$ cat src/rtl/axadd_error_monitor.sv
// Purpose: accuracy monitor for a WIDTH-bit approximate adder; accumulates error-distance stats per run.
// Latency: 3-stage pipe (operands -> ED -> stats); a sample's effect on stats is visible 3 cycles after transfer.
// Backpressure: in_ready depends only on state/counter, never on in_valid; 1 sample/cycle with no bubbles.
//
// Ports:
//   clk, rst_n                 clock, asynchronous active-low reset
//   start, num_samples         start pulse (clears stats, latches sample count); ignored while busy
//   in_valid/in_ready          sample handshake; op_a, op_b, approx_sum, approx_cout form the sample
//   busy, done                 busy in RUN/DRAIN; done pulses for one cycle on entry to DONE
//   err_count, sum_ed, max_ed  error statistics (sum_ed saturates at all-ones)
//   sum_sq_ed                  sum of ED^2 when built with SQ_ERR_EN defined, otherwise tied to 0
//
// Optional feature macro: SQ_ERR_EN (squared-error accumulator with the multiplier in stage 2).

module axadd_error_monitor #(
    parameter int WIDTH = 16,
    parameter int CNT_W = 16,
    parameter int ACC_W = 40
) (
    input  logic                       clk,
    input  logic                       rst_n,
    input  logic                       start,
    input  logic [CNT_W-1:0]           num_samples,
    input  logic                       in_valid,
    output logic                       in_ready,
    input  logic [WIDTH-1:0]           op_a,
    input  logic [WIDTH-1:0]           op_b,
    input  logic [WIDTH-1:0]           approx_sum,
    input  logic                       approx_cout,
    output logic                       busy,
    output logic                       done,
    output logic [CNT_W-1:0]           err_count,
    output logic [ACC_W-1:0]           sum_ed,
    output logic [WIDTH:0]             max_ed,
    output logic [2*WIDTH+2+CNT_W-1:0] sum_sq_ed
);

    localparam int EW  = WIDTH + 1;            // exact/approx/ED width
    localparam int AW1 = ACC_W + 1;            // accumulator plus overflow bit
    localparam int SQW = 2*WIDTH + 2 + CNT_W;  // squared-error accumulator width

    typedef enum logic [1:0] {
        IDLE  = 2'd0,
        RUN   = 2'd1,
        DRAIN = 2'd2,
        DONE  = 2'd3
    } state_t;

    state_t state, state_nxt;
    logic   enter_done;

    logic [CNT_W-1:0] target;
    logic [CNT_W-1:0] accepted;

    logic             xfer;
    logic             start_ok;

    // Stage 1
    logic             s1_vld;
    logic [EW-1:0]    exact_q;
    logic [EW-1:0]    approx_q;

    // Stage 2
    logic             s2_vld;
    logic [EW-1:0]    ed_s1;
    logic [EW-1:0]    ed_q;

    // Stage 3 / stats
    logic [CNT_W-1:0] err_q;
    logic [ACC_W-1:0] sum_q;
    logic [EW-1:0]    max_q;
    logic [AW1-1:0]   sum_ext;
    logic [ACC_W-1:0] sum_nxt;

    logic done_q;

    //------------------------------------------------------------------
    // Handshake and control
    //------------------------------------------------------------------
    assign in_ready = (state == RUN) && (accepted < target);
    assign xfer     = in_valid && in_ready;
    // A new run may only begin when no samples are in flight.
    assign start_ok = start && ((state == IDLE) || (state == DONE));

    always_comb begin
        state_nxt  = state;
        enter_done = 1'b0;
        case (state)
            IDLE, DONE: begin
                if (start_ok) begin
                    if (num_samples == '0) begin
                        state_nxt  = DONE;
                        enter_done = 1'b1;
                    end else begin
                        state_nxt = RUN;
                    end
                end
            end
            RUN: begin
                if (accepted == target) begin
                    state_nxt = DRAIN;
                end
            end
            DRAIN: begin
                // Stats are final once neither pipe stage holds a sample.
                if (!s1_vld && !s2_vld) begin
                    state_nxt  = DONE;
                    enter_done = 1'b1;
                end
            end
            default: state_nxt = IDLE;
        endcase
    end

    always_ff @(posedge clk or negedge rst_n) begin
        if (!rst_n) begin
            state  <= IDLE;
            done_q <= 1'b0;
        end else begin
            state  <= state_nxt;
            done_q <= enter_done;
        end
    end

    always_ff @(posedge clk or negedge rst_n) begin
        if (!rst_n) begin
            target   <= '0;
            accepted <= '0;
        end else if (start_ok) begin
            target   <= num_samples;
            accepted <= '0;
        end else if (xfer) begin
            accepted <= accepted + 1'b1;
        end
    end

    //------------------------------------------------------------------
    // Stage 1: exact sum and approximate result
    //------------------------------------------------------------------
    always_ff @(posedge clk or negedge rst_n) begin
        if (!rst_n) begin
            s1_vld   <= 1'b0;
            exact_q  <= '0;
            approx_q <= '0;
        end else begin
            s1_vld <= xfer;
            if (xfer) begin
                exact_q  <= {1'b0, op_a} + {1'b0, op_b};
                approx_q <= {approx_cout, approx_sum};
            end
        end
    end

    //------------------------------------------------------------------
    // Stage 2: unsigned error distance
    //------------------------------------------------------------------
    assign ed_s1 = (exact_q >= approx_q) ? (exact_q - approx_q) : (approx_q - exact_q);

    always_ff @(posedge clk or negedge rst_n) begin
        if (!rst_n) begin
            s2_vld <= 1'b0;
            ed_q   <= '0;
        end else begin
            s2_vld <= s1_vld;
            if (s1_vld) begin
                ed_q <= ed_s1;
            end
        end
    end

    //------------------------------------------------------------------
    // Stage 3: statistics
    //------------------------------------------------------------------
    // One extra bit catches overflow so the accumulator sticks at all-ones.
    assign sum_ext = {1'b0, sum_q} + AW1'(ed_q);
    assign sum_nxt = sum_ext[ACC_W] ? {ACC_W{1'b1}} : sum_ext[ACC_W-1:0];

    always_ff @(posedge clk or negedge rst_n) begin
        if (!rst_n) begin
            err_q <= '0;
            sum_q <= '0;
            max_q <= '0;
        end else if (start_ok) begin
            err_q <= '0;
            sum_q <= '0;
            max_q <= '0;
        end else if (s2_vld) begin
            err_q <= err_q + {{(CNT_W-1){1'b0}}, (ed_q != '0)};
            sum_q <= sum_nxt;
            if (ed_q > max_q) begin
                max_q <= ed_q;
            end
        end
    end

`ifdef SQ_ERR_EN
    // Square computed in stage 2 alongside ED so stats latency is unchanged.
    logic [2*EW-1:0] ed_sq_q;
    logic [SQW-1:0]  sq_q;

    always_ff @(posedge clk or negedge rst_n) begin
        if (!rst_n) begin
            ed_sq_q <= '0;
        end else if (s1_vld) begin
            ed_sq_q <= ed_s1 * ed_s1;
        end
    end

    // Width covers 2^CNT_W samples of the largest square, so no wrap.
    always_ff @(posedge clk or negedge rst_n) begin
        if (!rst_n) begin
            sq_q <= '0;
        end else if (start_ok) begin
            sq_q <= '0;
        end else if (s2_vld) begin
            sq_q <= sq_q + SQW'(ed_sq_q);
        end
    end

    assign sum_sq_ed = sq_q;
`else
    assign sum_sq_ed = '0;
`endif

    //------------------------------------------------------------------
    // Outputs
    //------------------------------------------------------------------
    assign busy      = (state == RUN) || (state == DRAIN);
    assign done      = done_q;
    assign err_count = err_q;
    assign sum_ed    = sum_q;
    assign max_ed    = max_q;

endmodule

$ cat config.mk
export PLATFORM = sky130hd
export DESIGN_NAME = axadd_error_monitor
export DESIGN_NICKNAME = d
export VERILOG_FILES = /design/src/rtl/axadd_error_monitor.sv
export SDC_FILE = /design/constraint.sdc
export NUM_CORES = 1
export LEC_CHECK = 0
export ABC_AREA = 1
export CAP_MARGIN = 0
export CORE_MARGIN = 5
export CORE_UTILIZATION = 54
export DETAILED_ROUTE_END_ITERATION = 7
export PLACE_DENSITY_LB_ADDON = 0.2
export SLEW_MARGIN = 40
export SYNTH_ARGS = -nofsm -noshare
export SYNTH_HDL_FRONTEND = slang
export SYNTH_SLANG_ARGS = --single-unit
export TNS_END_PERCENT = 50
$ cat constraint.sdc
create_clock -name clk -period 6.1 [get_ports clk]
set_input_delay 1.22 -clock clk [delete_from_list [all_inputs] [get_ports clk]]
set_output_delay 1.22 -clock clk [all_outputs]
set_load 0.02 [all_outputs]
== Word-level counts from Yosys, hierarchy flattened ==
Cells that the tools add are included.

* Add/sub/neg operators: 6
* Magnitude comparators: 3
* Equal/unequal tests: 7
* Mux-type cells: 20
* Reductions and logical operators: 17

{| class="wikitable"
|+ Operators with widths
! operator !! number
|-
| 40-bit two-way mux || 3
|-
| 17-bit two-way mux || 4
|-
| 16-bit two-way mux || 4
|-
| 40-bit by 17-bit adder with 41-bit output || 1
|-
| 17-bit subtractor || 2
|-
| 16-bit by 16-bit adder with 17-bit output || 1
|-
| 17-bit >= comparator || 1
|-
| 17-bit greater-than comparator || 1
|-
| 17-bit nonzero test || 1
|-
| 16-bit by 1-bit adder with 16-bit output || 1
|-
| 16-bit by 1-bit adder with 16-bit output, second input constant || 1
|-
| 16-bit == test || 1
|-
| 16-bit logical NOT || 1
|-
| 16-bit less-than comparator || 1
|-
| 2-bit two-way mux || 4
|-
| 2-bit case mux with 3 select lines || 1
|-
| 2-bit nonzero test || 3
|-
| 2-bit == test, second input constant || 2
|-
| 1-bit logical AND || 4
|-
| 2-bit != test, second input constant || 2
|-
| 1-bit two-way mux || 3
|-
| 3-bit AND reduction || 1
|-
| 2-bit by 1-bit == test with 1-bit output, second input constant || 1
|-
| 1-bit logical NOT || 2
|-
| other kinds (6) || 7
|}

* Register bits after elaboration: 161
* Input bits: 69
* Word-level logic and storage cells: 65

== Depth between registers and ports, before layout ==
* Word-level depth: 5
* Mapped depth: 17

== Worst setup path after synthesis ==
OpenSTA, ideal clock, no wires.

* Path kind: in2reg
* Start point: input op_a[0]
* End point: register exact_q[14]
* Arrival: 2.630 ns
* Slack: 3.342 ns
* Cell stages on the path: 10
* Cells stage by stage: ha_1 inv_1 fa_1 o21ai_0 nand2_1 nand2_1 nand3_1 nand2_1 xor2_1 o21ai_0

* Cells in the longest elaborated chain, start to end: 1

{| class="wikitable"
|+ Ends and longest elaborated chain
! element !! line !! text
|-
| from (decl) || 26 || <nowiki>input logic [WIDTH-1:0] op_a,</nowiki>
|-
| 16-bit by 16-bit adder with 17-bit output || 148 || <nowiki>exact_q <= {1'b0, op_a} + {1'b0, op_b};</nowiki>
|-
| to (signal assigned) || 148 ||
|-
| to (decl) || 60 || <nowiki>logic [EW-1:0] exact_q;</nowiki>
|}

No other way between the ends.
A chain may end at the register's enable or synchronous reset.

== Worst setup path after layout ==
* Start point: register accepted[11]
* End point: output in_ready

* Cells in the longest elaborated chain, start to end: 2

{| class="wikitable"
|+ Ends and longest elaborated chain
! element !! line !! text
|-
| from (decl) || 53 || <nowiki>logic [CNT_W-1:0] accepted;</nowiki>
|-
| from (signal assigned) || 133 || <nowiki>accepted <= accepted + 1'b1;</nowiki>
|-
| 16-bit less-than comparator || 80 || <nowiki>assign in_ready = (state == RUN) && (accepted < target);</nowiki>
|-
| 1-bit logical AND || 80 ||
|-
| to (decl) || 25 || <nowiki>output logic in_ready,</nowiki>
|}

No other way between the ends.

==> reports/metrics.yaml <==
internal-power_mw: 3.50
final_max_slew_viol_count: 0
setup_viol: 0
top_layer: "met4"
period_needed_ns: 3.76
synth-seq-cells: 161
required_ns: 4.88
critical_path_class: "reg -> out"
route.met2.wl_mm: 16.0
die_y_microns: 164
rows: 56
syn_avg_cell_area_sq_um: 6.72
dr_total_vias: 12194
synthCells: 1914
synth_seq_area_share_pct: 31.3
worst_hold_path.num_cells: 2
design.portCount: 195
timing.hold.ws_ns: 0.491
grt_usage_pct: 25.1
regToRegStartpoint: "ed_q[0]"
status: "finished, final reports clean"
antenna_found_initial: 0
rsz0062_at_grt: "no"
drt-met1-wl_mm: 14.6
seqPwrFrac_pct: 24.9
worst_pin_slew_ns: 0.700
start_util_pct: 54.8
hp-class: "reg -> reg"
yosysMostFrequentCell: "nand2_1"
ir_worst_vdd_mv: 0.224
cp.arrival_ns: 2.54
hpwl_mm: 25.8
synth_top_area_share_pct: 31.3
synthToLayoutAreaGrowth_pct: 16.5
hold_viol: 0
grt_start_max_net_pins: 114
cts_setup_buffers: 0
slew_headroom_pct: 53.3
cts_tree: "yes"
ctsHoldBuffers: 0
die_w_microns: 164
die-area_sq_um: 27000
worstHoldStart: "target[6]"
clock_power_share_pct: 16.2
synthTopCellsByCount: "685 x nand2_1, 243 x inv_1, 161 x dfrtp_1"
finalClockSkew_ns: 0.0133
drc: 0
drt_iter0_markers: 744
drive_above_1_share_pct: 3.61
max_cap_violations: 0
diodes: 0
gp_congestion: 0.925
root_buffer: "clkbuf_16"
grt_pass1_wl_mm: 55.2
crit_start: "accepted[11]"
ant_nets: 0
wl_mm: 33.2
grt_pass1_vias: 11614
p_sw_mw: 3.60
path_clk_slew_ns: 0.08
leakagePower_nw: 7.79
pwr_density_cell_nw_per_um2: 474
dr.pass1.iters: 5
yosysWarnings: 0
insertion_delay_ns: 0.44
overflow: 0
cts_resized: 0
pwr-share-comb_pct: 59.0
core-area_sq_um: 23500
wl_met3_mm: 1.85
cts_inserted_buffers: 17
finalCritPeriodShare_pct: 61.7
synth_area_sq_um: 12900
clockBufferDepth: 2
path_max_fanout: 5
synth_flop_cell: "dfrtp_1"
critPathCaptureType: "output pin"
layout.nets: 2213
via_per_inst: 5.15
r2r_cells: 12
wl_per_cell_microns: 14.0
start_kind: "register"
synth_edf_count: 0
io_buffers: 144
rrSetupSlack_ns: 3.13
switching_share_pct: 50.8
async_flop_share_pct: 100
finalSetupTns_ns: 0
synth_area_leader_cell: "dfrtp_1"
fmax_mhz: 266
cts-htree-levels: 4
cts.sinks: 161
synth_area_leaders: "dfrtp_1 31%, nand2_1 20%, ha_1 10%"
ys_types: 46
-- state kept, by name (all words and copies together) (netlist names) --
name       flops
accepted      16
approx_q      17
done           1
ed_q          17
err_count     16
exact_q       17
max_ed        17
s1_vld         1
s2_vld         1
state          2
sum_ed        40
target        16
-- area by class of cell --
| cell class | count | area (sq um) |
|---|---|---|
| Clock buffer | 17 | 425 |
| Tap cell | 319 | 399 |
| Timing Repair Buffer | 149 | 1500 |
| Inverter | 256 | 963 |
| Fill cell | 2154 | 8480 |
| Multi-Input combinational cell | 1450 | 7470 |
| Sequential cell | 161 | 4030 |
| Clock inverter | 15 | 200 |
-- worst max-delay path: stages, from the launching register on --
cell and delay (ns):
dfrtp_1 0.46, ha_1 0.32, nand2_1 0.08, inv_1 0.06
o21ai_1 0.07, a21oi_1 0.09, nor3_1 0.26, nand2_1 0.12
inv_1 0.06, clkdlybuf4s50_1 0.59
-- metal layers --
layer	vias to the layer above	global-route usage, %
met5	-	0
met4	0	8.01
met3	54	3.46
met2	340	43.0
met1	5567	32.8
li1	6233	-
-- power by group through the flow --
stage	Clock, mW	Sequential [mW]	Combinational, mW
final	1.15	1.76	4.18
after global placement	0	1.77	4.05
after floorplan	0	1.75	3.05
after CTS	1.16	1.76	4.18
after global routing	1.21	1.81	4.74
after detailed placement	0	1.78	4.15
-- logic make-up after synthesis --
group,count (synthesis),synth area share [%]
and+or+nand+nor,1032,33.8
DFF,161,31.3
AOI/OAI and AO/OA,207,8.35
adders and majority gates,109,10.8
other,1,0.0292
xor gates and xnor gates,52,3.54
buffers and inverters,352,12.1
-- worst paths after layout --
check | to
setup / recovery | in_ready
hold / removal | target[6]
setup reg to reg | sum_ed[1]
hold reg to reg | target[6]
max in group asynchronous | approx_q[11]
min in group asynchronous | max_ed[6]
-- metrics by stage --
step                      power, mW  setup WS (ns)  area (sq um)  util (%)  instances
after detailed placement       5.92           2.54         14300      61.1       2334
after global routing           7.76           2.21         15000      63.9       2367
after CTS                      7.11           2.31         15000      63.7       2366
after global placement         5.82           2.48         14300      61.0       2334
final                          7.10           2.34         15000      63.9       2367
after floorplan                4.80           3.34         13000         -       1963
-- layout by cell type, fill, tap and decap left out, drive strengths merged, types with 17 or more instances in the layout --
cell type,netlist,layout
nor2,118,118
clkdlybuf4s50,0,143
ha,105,105
conb,1,50
clkbuf,27,17
nand3,131,131
a21oi,75,75
inv,254,264
nand2,689,689
xnor2,17,17
xor2,35,35
o21ai,119,119
nor3,27,27
nand4,40,40
dfrtp,161,161
(Power assumes the default switching activity.)
